$ cat config.mk
export PLATFORM = sky130hd
export DESIGN_NAME = truth_table_sweeper_flat
export DESIGN_NICKNAME = d
export VERILOG_FILES = /design/src/rtl/truth_table_sweeper_pkg.sv /design/src/rtl/truth_table_sweeper_if.sv /design/src/rtl/truth_table_sweeper_settle_timer.sv /design/src/rtl/truth_table_sweeper.sv /design/src/flat_wrapper.sv
export SDC_FILE = /design/constraint.sdc
export NUM_CORES = 1
export LEC_CHECK = 0
export CORE_ASPECT_RATIO = 0.7
export CORE_MARGIN = 3
export CORE_UTILIZATION = 40
export CTS_CLUSTER_SIZE = 30
export DETAILED_ROUTE_END_ITERATION = 12
export GPL_ROUTABILITY_DRIVEN = 0
export PLACE_DENSITY_LB_ADDON = 0.15
export SYNTH_ARGS = -nofsm -noshare
export SYNTH_HDL_FRONTEND = slang
export SYNTH_HIERARCHICAL = 1
export SYNTH_SLANG_ARGS = --single-unit
export TNS_END_PERCENT = 50
$ cat constraint.sdc
create_clock -name clk -period 2.1 [get_ports clk]
set_clock_uncertainty 0.05 [all_clocks]
set_input_delay 0.42 -clock clk [delete_from_list [all_inputs] [get_ports clk]]
set_output_delay 0.42 -clock clk [all_outputs]
set_load 0.05 [all_outputs]
$ cat src/rtl/truth_table_sweeper_pkg.sv
// truth_table_sweeper_pkg: shared types and sizes for the truth-table sweeper
// Exports: state_t (IDLE, SETTLE, FINISH), NUM_VEC (vectors per sweep), IDX_W (vector index width)
package truth_table_sweeper_pkg;
    localparam int NUM_VEC = 8;
    localparam int IDX_W = 3;
    typedef enum logic [1:0] {IDLE, SETTLE, FINISH} state_t;
endpackage

$ cat src/rtl/truth_table_sweeper_if.sv
// truth_table_sweeper_if: control/result bundle between a sweep requester and the sweeper
// master: drives start, expected; receives busy, done, pass, truth_table, mismatch
// slave:  the sweeper side of the same signals
interface truth_table_sweeper_if;
    import truth_table_sweeper_pkg::*;
    logic               start;
    logic [NUM_VEC-1:0] expected;
    logic               busy;
    logic               done;
    logic               pass;
    logic [NUM_VEC-1:0] truth_table;
    logic [NUM_VEC-1:0] mismatch;
    modport master (output start, expected, input busy, done, pass, truth_table, mismatch);
    modport slave  (input start, expected, output busy, done, pass, truth_table, mismatch);
endinterface

$ cat src/rtl/truth_table_sweeper_settle_timer.sv
// truth_table_sweeper_settle_timer: loadable down-counter timing how long each vector is held
// Ports: clk, reset_n (async active-low), load (reload to SETTLE_CYCLES-1),
//        en (count down while nonzero), zero (counter has reached 0)
module truth_table_sweeper_settle_timer #(
    parameter int SETTLE_CYCLES = 2
) (
    input  logic clk,
    input  logic reset_n,
    input  logic load,
    input  logic en,
    output logic zero
);
    localparam int CNT_W = $clog2(SETTLE_CYCLES + 1);
    logic [CNT_W-1:0] cnt;
    always_ff @(posedge clk or negedge reset_n) begin
        if (!reset_n) cnt <= '0;
        else if (load) cnt <= CNT_W'(SETTLE_CYCLES - 1);
        else if (en && cnt != '0) cnt <= cnt - 1'b1;
    end
    assign zero = (cnt == '0);
endmodule

$ cat src/rtl/truth_table_sweeper.sv
// truth_table_sweeper: drives all {g,v,y} vectors to a 3-in/1-out block and checks its truth table
// Ports: clk, reset_n (async active-low), bus (slave: start/expected in; busy/done/pass/
//        truth_table/mismatch out), g_out/v_out/y_out (vector index bits 2/1/0), j_in (block output)
module truth_table_sweeper
    import truth_table_sweeper_pkg::*;
#(
    parameter int SETTLE_CYCLES = 2
) (
    input  logic                 clk,
    input  logic                 reset_n,
    truth_table_sweeper_if.slave bus,
    output logic                 g_out,
    output logic                 v_out,
    output logic                 y_out,
    input  logic                 j_in
);
    state_t             state, state_nxt;
    logic [IDX_W-1:0]   idx;
    logic [NUM_VEC-1:0] tt, tt_nxt, exp_q, mm;
    logic               pass_q, zero, accept, sample, last, load;

    truth_table_sweeper_settle_timer #(.SETTLE_CYCLES(SETTLE_CYCLES)) u_timer (
        .clk    (clk),
        .reset_n(reset_n),
        .load   (load),
        .en     (state == SETTLE),
        .zero   (zero)
    );

    always_ff @(posedge clk or negedge reset_n) begin
        if (!reset_n) state <= IDLE;
        else state <= state_nxt;
    end

    // tt_nxt folds in the bit sampled this edge so the final compare sees the complete table
    always_comb begin
        accept = bus.start && state != SETTLE;
        sample = state == SETTLE && zero;
        last = sample && idx == IDX_W'(NUM_VEC - 1);
        load = accept || (sample && !last);
        tt_nxt = tt;
        tt_nxt[idx] = j_in;
        state_nxt = accept ? SETTLE : last ? FINISH : state;
    end

    always_ff @(posedge clk or negedge reset_n) begin
        if (!reset_n) begin
            idx <= '0;
            tt <= '0;
            exp_q <= '0;
            mm <= '0;
            pass_q <= 1'b0;
        end else if (accept) begin
            idx <= '0;
            tt <= '0;
            exp_q <= bus.expected;
            mm <= '0;
            pass_q <= 1'b0;
        end else if (sample) begin
            tt <= tt_nxt;
            if (last) begin
                pass_q <= (tt_nxt == exp_q);
                mm <= tt_nxt ^ exp_q;
            end else begin
                idx <= idx + 1'b1;
            end
        end
    end

    assign {g_out, v_out, y_out} = idx;
    assign bus.busy = (state == SETTLE);
    assign bus.done = (state == FINISH);
    assign bus.pass = pass_q;
    assign bus.truth_table = tt;
    assign bus.mismatch = mm;
endmodule

$ cat src/flat_wrapper.sv
// flat-port wrapper written by rule: the top's interface ports become plain ports
module truth_table_sweeper_flat import truth_table_sweeper_pkg::*;
#(
    parameter int SETTLE_CYCLES = 2
)
  (clk, reset_n, g_out, v_out, y_out, j_in, bus_start, bus_expected, bus_busy, bus_done, bus_pass, bus_truth_table, bus_mismatch);
  truth_table_sweeper_if bus_i ();
  input  logic clk;
  input  logic reset_n;
  output logic g_out;
  output logic v_out;
  output logic y_out;
  input  logic j_in;
  input wire logic [$bits(bus_i.start)-1:0] bus_start;
  input wire logic [$bits(bus_i.expected)-1:0] bus_expected;
  output wire logic [$bits(bus_i.busy)-1:0] bus_busy;
  output wire logic [$bits(bus_i.done)-1:0] bus_done;
  output wire logic [$bits(bus_i.pass)-1:0] bus_pass;
  output wire logic [$bits(bus_i.truth_table)-1:0] bus_truth_table;
  output wire logic [$bits(bus_i.mismatch)-1:0] bus_mismatch;
  assign bus_i.start = bus_start;
  assign bus_i.expected = bus_expected;
  assign bus_busy = bus_i.busy;
  assign bus_done = bus_i.done;
  assign bus_pass = bus_i.pass;
  assign bus_truth_table = bus_i.truth_table;
  assign bus_mismatch = bus_i.mismatch;
  truth_table_sweeper #(.SETTLE_CYCLES(SETTLE_CYCLES)) u_core (.clk(clk), .reset_n(reset_n), .bus(bus_i), .g_out(g_out), .v_out(v_out), .y_out(y_out), .j_in(j_in));
endmodule
==> results.toml, run 1 <==
[outcome]
outcome = "finished, final reports clean"

[final_layout]
fill_cells = 339
diodes = 0
regArea_sq_um = 801
final_common_cell = "dfrtp_1"
utilization_pct = 57.6
drive_above_1_share_pct = 19.5
multi_input_area_sq_um = 772
nets = 210
area_delta_synth_final_pct = 29.7
fin_area_sq_mm = 0.00215
mostFrequentLayoutCells = "dfrtp_1 (32), clkdlybuf4s50_1 (28), o21ai_0 (16), nand2_1 (14), nand3_1 (13)"

[logic_synthesis]
synth_seq_cells = 32
synth_edf_count = 0
yosysSeqAreaShare_pct = 48.2
ys_warn_count = 6
synth_mux_area_share_pct = 10.9
synth_top_family_by_area = "simple AND/OR/NAND/NOR gates"
synthArstFlopShare_pct = 100
synth_ff_type = "dfrtp_1"
synthAdderAreaFrac_pct = 2.26
synth_cell_types = 31
synth-compound-area-share_pct = 9.04
postSynthAreaPerCell_sq_um = 10.6
synth-simple-area-share_pct = 19.7
syn_nets = 171
syn-cell-area_sq_mm = 0.00166
synth_xor_area_share_pct = 4.22
netlist_instances = 156

[routing]
drc_errors = 0
final_antenna_net_count = 0
vias = 1251
detail_route.wirelength.met1_mm = 1.66
met3WireLength_um = 197
vias_per_cell = 5.11
dr.pass1.iters = 4
drtIter0Drc = 80
wl_met2_mm = 1.69
routed_wirelength_mm = 3.60
wl_per_cell_um = 14.7
top_layer = "met4"

[min_path]
worstHoldPathType = "flip-flop to flip-flop"

[clock_tree]
clkLatencyLatePin_ns = 0.28
cts_root_buffer = "clkbuf_8"
cts_buffer_depth = 2
cts_tree = "done"
cts_buffers = 5
ctsHtreeMaxLevel = 2
cts_sinks = 32
cts_hold_buf = 0
path_clk_slew_ns = 0.06

[floorplanning]
ios = 34
die_x_um = 83.0
start_util_pct = 44.4
die_area_sq_mm = 0.00497
fp.coreArea_sq_mm = 0.00374
core.rowCount = 18
die_h_um = 59.9

[placed_design]
dpl-instance-area_sq_mm = 0.00207
hpwl_mm = 2.70
portBuffers = 33

[sta]
slew_viol_final = 0
worst_slew_pin_slew_ns = 0.507
timing.final.crit_share_pct = 93.2
hold_viol = 0
fmax_ghz = 0.511
slew_headroom_pct = 66.1
finalCriticalPeriod_ns = 1.96
setup_viol = 0

[critical_path]
critPathTopFamily = "buffers and inverters"
start_kind = "flip-flop"
cp.arrival_ns = 1.49
crit_fanout = 3
crit_chain = "clkdlybuf4s50_1"
cp-end-kind = "output port"
critical_path_buf_inv_count = 1
cpMaxStageDelayCell = "clkdlybuf4s50_1"
critPathRequiredTime_ns = 1.63
slowest_delay_ns = 0.83
rrSetupSlack_ns = 0.15
crit_type = "flip-flop to output port"

[power_and_ir_drop]
peakVddDrop_mv = 0.878
p_leak_nw = 1.00
powerDensity_mw_per_mm2 = 1700

[grt]
overflow = 0
antenna_found_initial = 0
track_usage_pct = 15.8
first_global_vias = 1295
grt_max_degree = 33
grt_pass1_wl_mm = 6.07

[run]
drv_cap = 0
==> final timing paths <==
path,from,end,cells past startpoint
min reg2reg,u_core/bus.mismatch[3],u_core/bus.mismatch[3],2
max,u_core/bus.truth_table[4],bus_truth_table[4],1
max reg2reg,u_core/idx[2],u_core/bus.pass,6
min in group asynchronous,reset_n,u_core/bus.truth_table[3],2
min,u_core/bus.mismatch[3],u_core/bus.mismatch[3],2
max in group asynchronous,reset_n,u_core/exp_q[4],2
==> power breakdown <==
group	switching, W	internal [W]
logic	0.00128	0.000851
clock network	0.000214	0.000225
registers	0.000222	0.000877
total	0.00172	0.00195
==> flip-flops by register name, indices dropped and copies added (netlist names) <==
| name | flops |
|---|---|
| u_core/state | 2 |
| u_core/u_timer/cnt | 2 |
| u_core/idx | 3 |
| u_core/bus.pass | 1 |
| u_core/bus.mismatch | 8 |
| u_core/exp_q | 8 |
| u_core/bus.truth_table | 8 |
==> worst min-delay path, cell delays in order (launching register included) <==
cell and delay (ns):
dfrtp_1 0.34, nand3_1 0.06, o21ai_0 0.07
==> routing by layer <==
layer | track usage (%) | vias up
met3 | 5.37 | 7
met2 | 26.3 | 25
met4 | 7.46 | 0
met5 | 0 | -
li1 | - | 613
met1 | 18.9 | 606
==> timing repair <==
| action | in CTS | in global routing |
|---|---|---|
| endpoints found under the setup margin | 0 | 1 |
| gates resized for setup | 0 | 1 |
| hold endpoints to repair | 0 | 0 |
| buffers inserted | 0 | 0 |
==> cells in the mapped netlist, drive strengths merged, types with 4 or more instances <==
| library cell | count | area [sq um] |
|---|---|---|
| a21oi | 4 | 20.0 |
| o21ai | 17 | 85.1 |
| mux2i | 9 | 90.1 |
| dfrtp | 32 | 801 |
| inv | 8 | 30.0 |
| nor2 | 7 | 26.3 |
| buf | 8 | 57.6 |
| mux2 | 8 | 90.1 |
| nand2 | 14 | 52.6 |
| nand3 | 14 | 75.1 |
| o22ai | 4 | 25.0 |
| xor2 | 8 | 70.1 |
==> cell type report <==
type                            count  area share, %
Sequential cell                    32           37.2
Multi-Input combinational cell    106           35.9
Timing Repair Buffer               42           19.1
Clock buffer                        6           3.37
Tap cell                           50           2.91
Inverter                            8           1.39
Clock inverter                      1          0.232
==> through the flow <==
step	power (W)	hold slack, ns	TNS [ns]	cells	setup slack (ns)
6_report	0.00367	0.459	0	245	0.143
5_1_grt	0.00393	0.504	-0.00816	245	-0.00816
4_1_cts	0.00370	0.466	0	245	0.117
3_5_place_dp	0.00324	0.453	-0.00573	238	-0.00573
3_3_place_gp	0.00318	0.433	0	238	0.0763
2_1_floorplan	0.00258	0.0744	0	156	0.0484
==> cell families (layout without fill, tap and decap cells) <==
kind of cell,after synthesis,after routing
AOI/OAI and AO/OA,27,27
xor gates and xnor gates,8,8
adders and majority gates,3,3
buffers and inverters,18,57
DFF,32,32
muxes,17,17
and+or+nand+nor,51,51
(Power assumes the default switching activity.)
==> run 2, diff against run 1 <==
--- a/config.mk
+++ b/config.mk
@@ -7,11 +7,12 @@
 export LEC_CHECK = 0
 export CORE_ASPECT_RATIO = 0.7
 export CORE_MARGIN = 3
-export CORE_UTILIZATION = 40
+export CORE_UTILIZATION = 50
 export CTS_CLUSTER_SIZE = 30
 export DETAILED_ROUTE_END_ITERATION = 12
 export GPL_ROUTABILITY_DRIVEN = 0
 export PLACE_DENSITY_LB_ADDON = 0.15
+export SLEW_MARGIN = 15
 export SYNTH_ARGS = -nofsm -noshare
 export SYNTH_HDL_FRONTEND = slang
 export SYNTH_HIERARCHICAL = 1
==> results.toml, run 2 (synthesis results as in run 1) <==
[placed_design]
dpl-instance-area_sq_mm = 0.00207
place_ws_ns = 0.0977
hpwl_mm = 2.71
portBuffers = 33

[grt]
overflow = 0
antenna_found_initial = 0
grt_pass1_wl_mm = 6.13
first_global_vias = 1265
grt_max_degree = 33
track_usage_pct = 20.8

[power_and_ir_drop]
peakVddDrop_mv = 0.953
switching_share_pct = 44.8
pwr-share-clk_pct = 16.5
p_sw_w = 0.00175
seqPwrFrac_pct = 28.3
powerDensity_mw_per_mm2 = 1770
p_int_w = 0.00215
combPwrFrac_pct = 55.2
p_leak_nw = 1.03

[routing]
drtIter0Drc = 98
vias_per_cell = 5.53
wl_per_cell_um = 15.7
final_antenna_net_count = 0
dr.pass1.iters = 4
routed_wirelength_mm = 3.67
drc_errors = 0
vias = 1293

[sta]
slew_headroom_pct = 66.5
fin_setup_tns_ns = 0
finalCriticalPeriod_ns = 1.96
setup_slack_ns = 0.138
fmax_ghz = 0.510
timing.final.crit_share_pct = 93.4
timing.hold.ws_ns = 0.452
hold_viol = 0
setup_viol = 0
slew_viol_final = 0
grt_setup_unrepaired = "false"
worst_slew_pin_slew_ns = 0.501

[clock_tree]
path_clk_slew_ns = 0.07
cts_tree = "done"
cts_buffer_depth = 2
clkLatencyLatePin_ns = 0.28
cts_root_buffer = "clkbuf_8"
cts_sinks = 32
cts_buffers = 5
ctsHtreeMaxLevel = 2

[floorplanning]
die_x_um = 74.9
fp.coreArea_sq_mm = 0.00298
start_util_pct = 55.7
die_h_um = 54.2
ios = 34
die_area_sq_mm = 0.00406
core.rowCount = 16

[critical_path]
rrSetupSlack_ns = 0.17
critPathRequiredTime_ns = 1.63
worstReg2RegStart = "u_core/idx[1]"
slowest_delay_ns = 0.82
critPathTopFamily = "buffers and inverters"
cp.arrival_ns = 1.49
rr_worst_depth = 6
crit_fanout = 3
start_kind = "flip-flop"
critical_path_buf_inv_count = 1
crit_type = "flip-flop to output port"
critical_path_depth = 1
startpoint = "u_core/bus.truth_table[1]"
crit_chain = "clkdlybuf4s50_1"
cpMaxStageDelayCell = "clkdlybuf4s50_1"
cp-end-kind = "output port"

[final_layout]
utilization_pct = 73.7
diodes = 0
final_common_cell = "dfrtp_1"
fin_area_sq_mm = 0.00220
mostFrequentLayoutCells = "dfrtp_1 (31), clkdlybuf4s50_1 (28), o21ai_0 (16), buf_4 (14), nand2_1 (14)"
area_delta_synth_final_pct = 32.4
drive_above_1_share_pct = 22.2
nets = 212

[run]
drv_cap = 0

[min_path]
hold_depth = 2
worstHoldStart = "u_core/bus.mismatch[2]"
worstHoldPathType = "flip-flop to flip-flop"

[outcome]
outcome = "finished, final reports clean"
-- run 2: changes by cell type in the layout (fill, tap and decap cells not counted) --
cell / previous run / this run
clkbuf_8: 5 / 7
dfrtp_2: 0 / 1
mux2i_2: 0 / 1
clkinv_2: 1 / 0
nor3b_4: 2 / 1
buf_4: 12 / 14
nor3b_2: 1 / 2
mux2i_1: 9 / 8
bufinv_16: 0 / 1
dfrtp_1: 32 / 31
clkbuf_1: 1 / 0
-- run 2: worst paths after layout --
check                                    endpoint
min in group asynchronous         u_core/state[0]
max reg2reg                       u_core/bus.pass
max in group asynchronous           u_core/idx[1]
min reg2reg                u_core/bus.mismatch[2]
max                            bus_truth_table[1]
min                        u_core/bus.mismatch[2]
-- run 2: metrics by stage --
stage	cells	power [W]
floorplan	156	0.00258
global placement	226	0.00316
detailed placement	226	0.00324
CTS	234	0.00389
global route	234	0.00416
finish	234	0.00390
-- run 2: final cells by class --
| class | count | area (sq um) |
|---|---|---|
| Sequential cell | 32 | 802 |
| Fill cell | 210 | 785 |
| Multi-Input combinational cell | 106 | 769 |
| Timing Repair Buffer | 44 | 425 |
| Clock buffer | 7 | 96.3 |
| Tap cell | 36 | 45.0 |
| Clock inverter | 1 | 30.0 |
| Inverter | 8 | 30.0 |
-- run 2: metal layers --
layer | routed length, um | track usage (%) | share of wire (%) | vias to the layer above
li1 | - | - | - | 617
met1 | 1700 | 28.5 | 46 | 628
met2 | 1690 | 31.5 | 46 | 40
met3 | 223 | 6.06 | 6.1 | 8
met4 | 55 | 7.10 | 1.5 | 0
met5 | 0 | 0 | 0 | -
-- run 2: timing repair --
item                                    in CTS  in global routing
hold buffers                                 0                  0
buffers inserted                             0                  0
gates resized for setup                      0                  2
endpoints found under the setup margin       0                  1
-- run 2: power groups by stage --
stage / Combinational (W) / Clock, W / Sequential [W]
after global routing: 0.00234 / 0.000681 / 0.00114
final: 0.00215 / 0.000643 / 0.00110
after global placement: 0.00206 / 0 / 0.00109
after CTS: 0.00215 / 0.000645 / 0.00110
after floorplan: 0.00104 / 0 / 0.00154
after detailed placement: 0.00213 / 0 / 0.00111
==> run 3, diff against run 2 <==
--- a/config.mk
+++ b/config.mk
@@ -12,6 +12,7 @@
 export DETAILED_ROUTE_END_ITERATION = 12
 export GPL_ROUTABILITY_DRIVEN = 0
 export PLACE_DENSITY_LB_ADDON = 0.15
+export SETUP_SLACK_MARGIN = 0.05
 export SLEW_MARGIN = 15
 export SYNTH_ARGS = -nofsm -noshare
 export SYNTH_HDL_FRONTEND = slang
==> results.toml, run 3 (synthesis results as in run 1) <==
[outcome]
outcome = "finished, final reports clean"

[critical_path]
critPathRequiredTime_ns = 1.63
critPathTopFamily = "buffers and inverters"
cpMaxStageDelayCell = "clkdlybuf4s50_1"
crit_type = "flip-flop to output port"
crit_chain = "clkdlybuf4s50_1"
slowest_delay_ns = 0.83
rr_worst_depth = 6
cp-end-kind = "output port"
start_kind = "flip-flop"
critical_path_buf_inv_count = 1
crit_fanout = 3
critical_path_depth = 1
cp.arrival_ns = 1.51

[sta]
setup_slack_ns = 0.124
worst_slew_pin_slew_ns = 0.507
fmax_ghz = 0.506
grt_setup_unrepaired = "false"
setup_viol = 0
slew_headroom_pct = 66.1
timing.hold.ws_ns = 0.460
slew_viol_final = 0
finalCriticalPeriod_ns = 1.98
timing.final.crit_share_pct = 94.1
hold_viol = 0
fin_setup_tns_ns = 0

[grt]
grt_pass1_wl_mm = 5.77
grtUsageMet2_pct = 31.1
antenna_found_initial = 0
overflow = 0
grt_max_degree = 33
first_global_vias = 1228
gr-usage-met3_pct = 5.50
grt-busiest-layer = "met2"
globalRouteMet1Util_pct = 25.8
track_usage_pct = 19.6

[routing]
vias_per_cell = 5.44
final_antenna_net_count = 0
wl_per_cell_um = 15.3
drtIter0Drc = 55
routed_wirelength_mm = 3.57
vias = 1267
dr.pass1.iters = 4
drc_errors = 0

[final_layout]
area_delta_synth_final_pct = 32.1
nets = 211
mostFrequentLayoutCells = "dfrtp_1 (29), clkdlybuf4s50_1 (28), o21ai_0 (16)"
drive_above_1_share_pct = 22.8
utilization_pct = 73.5
regArea_sq_um = 805
multi_input_area_sq_um = 769
final_common_cell = "dfrtp_1"
diodes = 0
fill_cells = 205
fin_cells = 233

[floorplanning]
die_area_sq_mm = 0.00406
fp.coreArea_sq_mm = 0.00298
die_h_um = 54.2
core.rowCount = 16
die_x_um = 74.9
ios = 34
start_util_pct = 55.7

[clock_tree]
cts_tree = "done"
postCtsSetupBuffers = 0
cts_hold_buf = 0
cts_sinks = 32
path_clk_slew_ns = 0.06
cts_root_buffer = "clkbuf_8"
clkLatencyLatePin_ns = 0.28
cts_buffer_depth = 2
ctsHtreeMaxLevel = 2
cts_buffers = 5

[placed_design]
placed_cells = 225
portBuffers = 33
hpwl_mm = 2.59
place_ws_ns = 0.108

[min_path]
hold_depth = 2
worstHoldPathType = "flip-flop to flip-flop"

[power_and_ir_drop]
powerDensity_mw_per_mm2 = 1790
peakVddDrop_mv = 0.950
p_leak_nw = 1.03

[run]
drv_cap = 0
-- run 3: cell count changes in the layout (fill, tap and decap cells not counted) --
cell,delta
and2b_2,-1
and2b_4,+1
buf_4,-1
dfrtp_1,-2
dfrtp_2,+2
mux2i_1,+1
mux2i_2,-1
nand2_1,-1
nand2_2,+1
-- run 3: per-layer routing --
metal  part of all wire, %  vias to the layer above
met5                     0                        -
met4                   1.1                        0
met3                   4.6                        4
met2                    46                       43
met1                    49                      602
li1                      -                      618
-- run 3: power breakdown --
part / switching [W] / internal [W]
Combinational: 0.00129 / 0.000868
Clock: 0.000221 / 0.000418
Sequential: 0.000242 / 0.000882
Total: 0.00175 / 0.00217
-- run 3: what timing repair did --
item	in CTS	in global routing
hold endpoints to repair	0	0
endpoints found under the setup margin	0	10
resized for setup	0	4
-- run 3: path summary, 6_finish.rpt --
| kind | from | to | slack (ns) |
|---|---|---|---|
| worst min-delay path | u_core/bus.mismatch[2] | u_core/bus.mismatch[2] | 0.46 |
| worst max-delay path | u_core/bus.truth_table[4] | bus_truth_table[4] | 0.12 |
| max in group asynchronous | reset_n | u_core/idx[2] | 1.19 |
| min in group asynchronous | reset_n | u_core/state[0] | 0.48 |
| worst min register to register | u_core/bus.mismatch[2] | u_core/bus.mismatch[2] | 0.46 |
| worst max register to register | u_core/idx[1] | u_core/bus.pass | 0.18 |
-- run 3: worst reg2reg max path: stages (launching register included) --
cell and delay (ns):
dfrtp_2 0.48, buf_4 0.20, nor3b_4 0.27, mux2i_1 0.27
xor2_1 0.19, nand4_1 0.13, o31ai_2 0.23
-- run 3: area by class of cell --
cell class,instances,share of cell area (%)
repair buffers,43,19.1
inverters,8,1.37
multi-input cells,106,35.1
flip-flops and latches,32,36.7
clock inverters,1,1.37
well taps,36,2.05
clock buffers,7,4.39
-- run 3: through the flow --
stage	total power, W	area (sq um)
3_3_place_gp	0.00318	2060
4_1_cts	0.00392	2190
5_1_grt	0.00415	2190
2_1_floorplan	0.00259	1660
3_5_place_dp	0.00326	2060
6_report	0.00392	2190
